[config.mk]
export PLATFORM = sky130hd
export DESIGN_NAME = hazard_ctrl
export DESIGN_NICKNAME = d
export VERILOG_FILES = /design/src/rtl/hazard_ctrl_pkg.sv /design/src/rtl/hazard_ctrl_fwd_unit.sv /design/src/rtl/hazard_ctrl.sv
export SDC_FILE = /design/constraint.sdc
export NUM_CORES = 1
export LEC_CHECK = 0
export CORE_UTILIZATION = 43
export CTS_CLUSTER_SIZE = 8
export DETAILED_ROUTE_END_ITERATION = 12
export PLACE_DENSITY = 0.81
export SYNTH_ARGS = -nofsm -noshare
export SYNTH_HDL_FRONTEND = slang
export SYNTH_HIERARCHICAL = 1
export SYNTH_SLANG_ARGS = --single-unit
[constraint.sdc]
create_clock -name clk -period 2.3 [get_ports clk]
set_input_delay 0.23 -clock clk [delete_from_list [all_inputs] [get_ports clk]]
set_output_delay 0.23 -clock clk [all_outputs]
set_load 0.03 [all_outputs]
[src/rtl/hazard_ctrl_pkg.sv]
// Shared types and constants for the pipeline hazard controller.
// Holds FSM encoding, forwarding selects and the stage-control bundle.
package hazard_ctrl_pkg;

    typedef enum logic {
        RUN  = 1'b0,
        WAIT = 1'b1
    } state_e;

    localparam logic [1:0] FWD_RF  = 2'b00;
    localparam logic [1:0] FWD_WB  = 2'b01;
    localparam logic [1:0] FWD_MEM = 2'b10;

    localparam logic [4:0] REG_ZERO = 5'd0;

    typedef struct packed {
        logic pc_en;
        logic ifid_en;
        logic ifid_flush;
        logic idex_en;
        logic idex_flush;
        logic exmem_en;
        logic memwb_bubble;
    } pipe_ctrl_t;

    localparam pipe_ctrl_t CTRL_RESET = '{
        pc_en:        1'b0,
        ifid_en:      1'b0,
        ifid_flush:   1'b1,
        idex_en:      1'b0,
        idex_flush:   1'b1,
        exmem_en:     1'b0,
        memwb_bubble: 1'b1
    };

    localparam pipe_ctrl_t CTRL_RUN = '{
        pc_en:        1'b1,
        ifid_en:      1'b1,
        ifid_flush:   1'b0,
        idex_en:      1'b1,
        idex_flush:   1'b0,
        exmem_en:     1'b1,
        memwb_bubble: 1'b0
    };

    // Stage contents are held, so nothing is flushed; only the
    // write-back slot is neutralised to avoid a repeated write.
    localparam pipe_ctrl_t CTRL_FREEZE = '{
        pc_en:        1'b0,
        ifid_en:      1'b0,
        ifid_flush:   1'b0,
        idex_en:      1'b0,
        idex_flush:   1'b0,
        exmem_en:     1'b0,
        memwb_bubble: 1'b1
    };

    localparam pipe_ctrl_t CTRL_BRANCH = '{
        pc_en:        1'b1,
        ifid_en:      1'b1,
        ifid_flush:   1'b1,
        idex_en:      1'b1,
        idex_flush:   1'b1,
        exmem_en:     1'b1,
        memwb_bubble: 1'b0
    };

    localparam pipe_ctrl_t CTRL_JUMP = '{
        pc_en:        1'b1,
        ifid_en:      1'b1,
        ifid_flush:   1'b1,
        idex_en:      1'b1,
        idex_flush:   1'b0,
        exmem_en:     1'b1,
        memwb_bubble: 1'b0
    };

    // PC and IF/ID hold; ID/EX still loads, but loads a bubble.
    localparam pipe_ctrl_t CTRL_LOAD_USE = '{
        pc_en:        1'b0,
        ifid_en:      1'b0,
        ifid_flush:   1'b0,
        idex_en:      1'b1,
        idex_flush:   1'b1,
        exmem_en:     1'b1,
        memwb_bubble: 1'b0
    };

    // EX/MEM result is newer than MEM/WB, so it wins a tie.
    function automatic logic [1:0] fwd_sel(
        input logic       mem_we,
        input logic [4:0] mem_rd,
        input logic       wb_we,
        input logic [4:0] wb_rd,
        input logic [4:0] src
    );
        logic [1:0] sel;
        sel = FWD_RF;
        if (mem_we && mem_rd != REG_ZERO && mem_rd == src)
            sel = FWD_MEM;
        else if (wb_we && wb_rd != REG_ZERO && wb_rd == src)
            sel = FWD_WB;
        return sel;
    endfunction

endpackage

[src/rtl/hazard_ctrl_fwd_unit.sv]
// EX operand forwarding selects for both ALU operands.
// In: ex_rs/ex_rt, EX/MEM and MEM/WB write info. Out: fwd_a, fwd_b.
module fwd_unit
    import hazard_ctrl_pkg::*;
(
    input  logic [4:0] ex_rs,
    input  logic [4:0] ex_rt,
    input  logic       mem_regwrite,
    input  logic [4:0] mem_rd,
    input  logic       wb_regwrite,
    input  logic [4:0] wb_rd,
    output logic [1:0] fwd_a,
    output logic [1:0] fwd_b
);

    assign fwd_a = fwd_sel(mem_regwrite, mem_rd,
                           wb_regwrite, wb_rd, ex_rs);

    assign fwd_b = fwd_sel(mem_regwrite, mem_rd,
                           wb_regwrite, wb_rd, ex_rt);

endmodule

[src/rtl/hazard_ctrl.sv]
// Pipeline hazard controller: stalls, flushes, freezes, forwarding.
// In: stage-register fields, dmem handshake. Out: stage enables/flushes,
// fwd_a/fwd_b, sticky mem_err, saturating stall_cnt.
module hazard_ctrl
    import hazard_ctrl_pkg::*;
#(
    parameter int TIMEOUT_W = 8,
    parameter int TIMEOUT   = 200,
    parameter int CNT_W     = 16
) (
    input  logic             clk,
    input  logic             reset,
    input  logic [4:0]       id_rs,
    input  logic [4:0]       id_rt,
    input  logic             id_uses_rt,
    input  logic             jump_id,
    input  logic [4:0]       ex_rs,
    input  logic [4:0]       ex_rt,
    input  logic             ex_memread,
    input  logic             ex_regwrite,
    input  logic [4:0]       ex_rd,
    input  logic             branch_taken_ex,
    input  logic             mem_regwrite,
    input  logic [4:0]       mem_rd,
    input  logic             dmem_req,
    input  logic             dmem_ack,
    input  logic             wb_regwrite,
    input  logic [4:0]       wb_rd,
    output logic             pc_en,
    output logic             ifid_en,
    output logic             ifid_flush,
    output logic             idex_en,
    output logic             idex_flush,
    output logic             exmem_en,
    output logic             memwb_bubble,
    output logic [1:0]       fwd_a,
    output logic [1:0]       fwd_b,
    output logic             mem_err,
    output logic [CNT_W-1:0] stall_cnt
);

    localparam logic [TIMEOUT_W-1:0] TMO_LAST =
        TIMEOUT_W'(TIMEOUT - 1);

    state_e                 state_q;
    state_e                 state_d;
    logic [TIMEOUT_W-1:0]   tmo_q;
    logic                   err_q;
    logic [CNT_W-1:0]       cnt_q;
    pipe_ctrl_t             ctrl;
    logic                   freeze;
    logic                   load_use;
    logic                   sel_frz;
    logic                   sel_br;
    logic                   sel_lu;
    logic                   sel_jmp;
    logic                   enter_wait;
    logic [1:0]             fa_raw;
    logic [1:0]             fb_raw;

    // RegWrite of the EX instruction plays no part in these hazards.
    logic                   unused_ex_regwrite;
    assign unused_ex_regwrite = ex_regwrite;

    fwd_unit u_fwd (
        .ex_rs        (ex_rs),
        .ex_rt        (ex_rt),
        .mem_regwrite (mem_regwrite),
        .mem_rd       (mem_rd),
        .wb_regwrite  (wb_regwrite),
        .wb_rd        (wb_rd),
        .fwd_a        (fa_raw),
        .fwd_b        (fb_raw)
    );

    // An ack in the same cycle ends the wait without a freeze.
    assign freeze = !dmem_ack &&
                    ((state_q == RUN && dmem_req) ||
                     state_q == WAIT);

    assign load_use = ex_memread && ex_rd != REG_ZERO &&
                      (ex_rd == id_rs ||
                       (id_uses_rt && ex_rd == id_rt));

    // One-hot priority: freeze > branch > load-use > jump.
    assign sel_frz = !reset && freeze;
    assign sel_br  = !reset && !freeze && branch_taken_ex;
    assign sel_lu  = !reset && !freeze && !branch_taken_ex &&
                     load_use;
    assign sel_jmp = !reset && !freeze && !branch_taken_ex &&
                     !load_use && jump_id;

    always_comb begin
        state_d = state_q;
        unique case (state_q)
            RUN:     if (dmem_req && !dmem_ack) state_d = WAIT;
            WAIT:    if (dmem_ack) state_d = RUN;
            default: state_d = RUN;
        endcase
    end

    always_comb begin
        ctrl = CTRL_RUN;
        unique case (1'b1)
            reset:   ctrl = CTRL_RESET;
            sel_frz: ctrl = CTRL_FREEZE;
            sel_br:  ctrl = CTRL_BRANCH;
            sel_lu:  ctrl = CTRL_LOAD_USE;
            sel_jmp: ctrl = CTRL_JUMP;
            default: ctrl = CTRL_RUN;
        endcase
    end

    assign enter_wait = state_q == RUN && state_d == WAIT;

    always_ff @(posedge clk or posedge reset) begin
        if (reset) state_q <= RUN;
        else       state_q <= state_d;
    end

    // Holds at the last value once reached; mem_err records the event.
    always_ff @(posedge clk or posedge reset) begin
        if (reset)
            tmo_q <= '0;
        else if (enter_wait)
            tmo_q <= '0;
        else if (state_q == WAIT && tmo_q != TMO_LAST)
            tmo_q <= tmo_q + TIMEOUT_W'(1);
    end

    always_ff @(posedge clk or posedge reset) begin
        if (reset)
            err_q <= 1'b0;
        else if (state_q == WAIT && !dmem_ack &&
                 tmo_q == TMO_LAST)
            err_q <= 1'b1;
    end

    always_ff @(posedge clk or posedge reset) begin
        if (reset)
            cnt_q <= '0;
        else if (!ctrl.pc_en && cnt_q != '1)
            cnt_q <= cnt_q + CNT_W'(1);
    end

    assign pc_en        = ctrl.pc_en;
    assign ifid_en      = ctrl.ifid_en;
    assign ifid_flush   = ctrl.ifid_flush;
    assign idex_en      = ctrl.idex_en;
    assign idex_flush   = ctrl.idex_flush;
    assign exmem_en     = ctrl.exmem_en;
    assign memwb_bubble = ctrl.memwb_bubble;

    assign fwd_a     = reset ? FWD_RF : fa_raw;
    assign fwd_b     = reset ? FWD_RF : fb_raw;
    assign mem_err   = err_q;
    assign stall_cnt = cnt_q;

endmodule

==> results.cfg, run 1 <==
[logic_synthesis]
ys_ff_latch = 26
ys_types = 32
synth_edf_count = 0
syn_avg_cell_area_sq_um = 9.31
synthFlopType = dfrtp_1
synth_nets = 234
netlist_area_sq_um = 1730
synth-seq-area-share = 0.376
synthCells = 186
synthArstFlopShare = 1.00
synth-warning-count = 6

[final_layout]
areaGrowthSynthToFinish_pct = 63.0
drive_gt1_frac = 0.178
final_util = 0.749
n_antenna_cell = 0
final_nets = 335
fin_area_sq_um = 2820
final_cells = 334

[clocking]
cts-root-buf = clkbuf_8
numCtsBuffers = 3
numClockSinks = 26
clock_path_buffers = 2
clk_pin_slew_ps = 80
h-tree-depth = 1
tritoncts = yes
insertion_delay_ps = 270

[floorplanning]
dieHeight_um = 65.5
rows = 22
dieArea_sq_um = 4290
core_area_sq_um = 3770
die_x_um = 65.5
initial_core_util = 0.459
io_pins = 74

[placement]
placedCellCount = 327
io_buffers = 72
place_congestion = 0.790
dpl.hpwl_um = 3330
place_ws_ps = -136
post_dp_cell_area_sq_um = 2660

[critical_path]
crit_path_frequent_cell = buf_4
worstPathCellList = clkdlybuf4s50_1, xor2_1, nor4_1, a32oi_1, buf_4, o31ai_4, buf_6, inv_1, buf_4
end_kind = primary output
crit_fanout = 6
crit_start = id_rt[1]
crit_buf_inv = 5
critPathArrivalTime_ps = 2020
crit_family = buffers and inverters
cp_slowest_stage_delay_ps = 410
cpMaxStageDelayCell = clkdlybuf4s50_1
crit_path_start_kind = input port
crit_type = input port to primary output
crit_required_ps = 2070
r2r-start = stall_cnt[7]

[detailed_routing]
drcViolationCount = 0
viasPerCell = 5.17
antenna_violating_nets_post_route = 0
firstDrtPassIters = 5
wire_per_inst_um = 12.9
routed-via-count = 1727
routed_wl_um = 4300
drt_iter0_drc = 89

[timing]
fin_setup_tns_ps = 0
setup_viol = 0
fin_crit_sh = 0.978
fin_ws_ps = 50.4
max_freq_ghz = 0.445
finalCriticalPeriod_ps = 2250
rsz0062_at_grt = true
report.final.slew_viol_count = 0
maxSlewHeadroom = 0.761
worst_slew_pin_slew_ps = 354
skew_ps = 8.73
hold_viol = 0

[global_route]
grt-ovfl-total = 0
grt_pass1_vias = 1689
grt_usage = 0.208
grt_pass1_wl_um = 7000
grt_max_degree = 27
antenna_found_initial = 0

[run_status]
status = complete, no violations

[power]
vdd_drop_max_uv = 274
power_leakage_uw = 0.00122
power_density_nw_per_um2 = 604

[run]
cap_violations = 0

[worst_hold_path]
hold_path.class = flop to flop
min_from = mem_err
==> synth_stat cells, drive strengths merged (2+ instances only) <==
| cell type | number | area [sq um] |
|---|---|---|
| and3 | 5 | 31.3 |
| nand3 | 16 | 80.1 |
| dfrtp | 26 | 651 |
| nor3 | 4 | 20.0 |
| nand2 | 9 | 33.8 |
| nand3b | 3 | 22.5 |
| nor2b | 5 | 31.3 |
| o21ai | 7 | 38.8 |
| and4 | 2 | 17.5 |
| nor4 | 6 | 37.5 |
| or4 | 3 | 22.5 |
| ha | 2 | 25.0 |
| mux2 | 2 | 26.3 |
| buf | 3 | 26.3 |
| xnor2 | 34 | 298 |
| xor2 | 15 | 131 |
| nor2 | 15 | 56.3 |
| inv | 8 | 30.0 |
| nand4 | 9 | 56.3 |
| or2 | 2 | 12.5 |
| a21oi | 2 | 10.0 |
==> cell families after synthesis <==
family | synth area share
buffers and inverters | 0.0347
DFF | 0.376
AOI/OAI and AO/OA | 0.0556
adders and majority gates | 0.0144
xor gates and xnor gates | 0.248
muxes | 0.0152
and+or+nand+nor | 0.257
==> where the power goes <==
group	internal [uW]	switching [uW]
clock	233	141
combinational	355	330
sequential	539	107
total	1130	578
==> final cells by class <==
cell class              instances  area (sq um)
fillers                       259           948
inverters                       8          30.0
clock buffers                   3          41.3
well taps                      48          60.1
clock inverters                 1          30.0
multi-input cells             148          1070
flip-flops and latches         26           651
repair buffers                100           943
==> metrics by stage <==
stage	hold WS, ps	total power [uW]
6_report	469	1700
5_1_grt	494	1790
4_1_cts	475	1700
3_5_place_dp	455	1320
3_3_place_gp	460	1310
2_1_floorplan	283	1000
==> path summary, 6_finish.rpt <==
path,endpoint,slack [ps],cells past startpoint
worst max-delay path,pc_en,50,9
worst min-delay path,mem_err,470,1
worst max register to register,stall_cnt[1],510,6
worst min register to register,mem_err,470,1
max in group asynchronous,tmo_q[3],1450,4
min in group asynchronous,stall_cnt[3],590,4
==> flip-flops by register name, summed over array words and instances, names as in the netlist <==
register and count:
mem_err 1, tmo_q 8, stall_cnt 16, state_q 1
==> worst reg2reg max path, cell delays in order, from the launching register on <==
cell and delay (ps):
dfrtp_1 470, and4_1 310, nand3_1 140, nor2_1 150, nand3_1 170, nand2_1 150, mux2_4 300
==> placed cells by master (no fill, tap or decap), types with 2 or more instances in the layout <==
master,n
nor2_1,14
dlygate4sd2_1,3
clkdlybuf4s50_1,55
and4_1,2
xnor2_1,34
nor2b_2,2
nand2_1,9
or4_1,2
nor3_1,4
inv_1,8
clkbuf_8,3
dfrtp_1,26
o21ai_1,2
nor2b_1,3
o21ai_0,4
buf_6,3
dlymetal6s2s_1,8
and3_1,5
nand4_1,9
buf_4,31
nand3b_1,3
nor4_1,4
ha_1,2
xor2_1,15
nand3_1,16
==> per-layer routing <==
metal  global-route usage  share of wire  vias up
met5                    0              0        -
met3               0.0417          0.060        8
met4               0.0761          0.020        0
met1                0.242           0.43      803
li1                     -              -      854
met2                0.372           0.49       62
==> timing repair <==
item,4_1_cts,5_1_grt
resized for setup,5,20
hold buffers,0,0
pin swaps,2,7
setup buffers,1,2
cloned,0,0
setup endpoints to repair,4,9
No activity file was read; power rests on OpenSTA's default activity.
==> run 2, diff against run 1 <==
CAP_MARGIN = 10   (was not set)
==> results of run 2 <==
No change in the layout: final DEF, timing and power equal those of run 1.
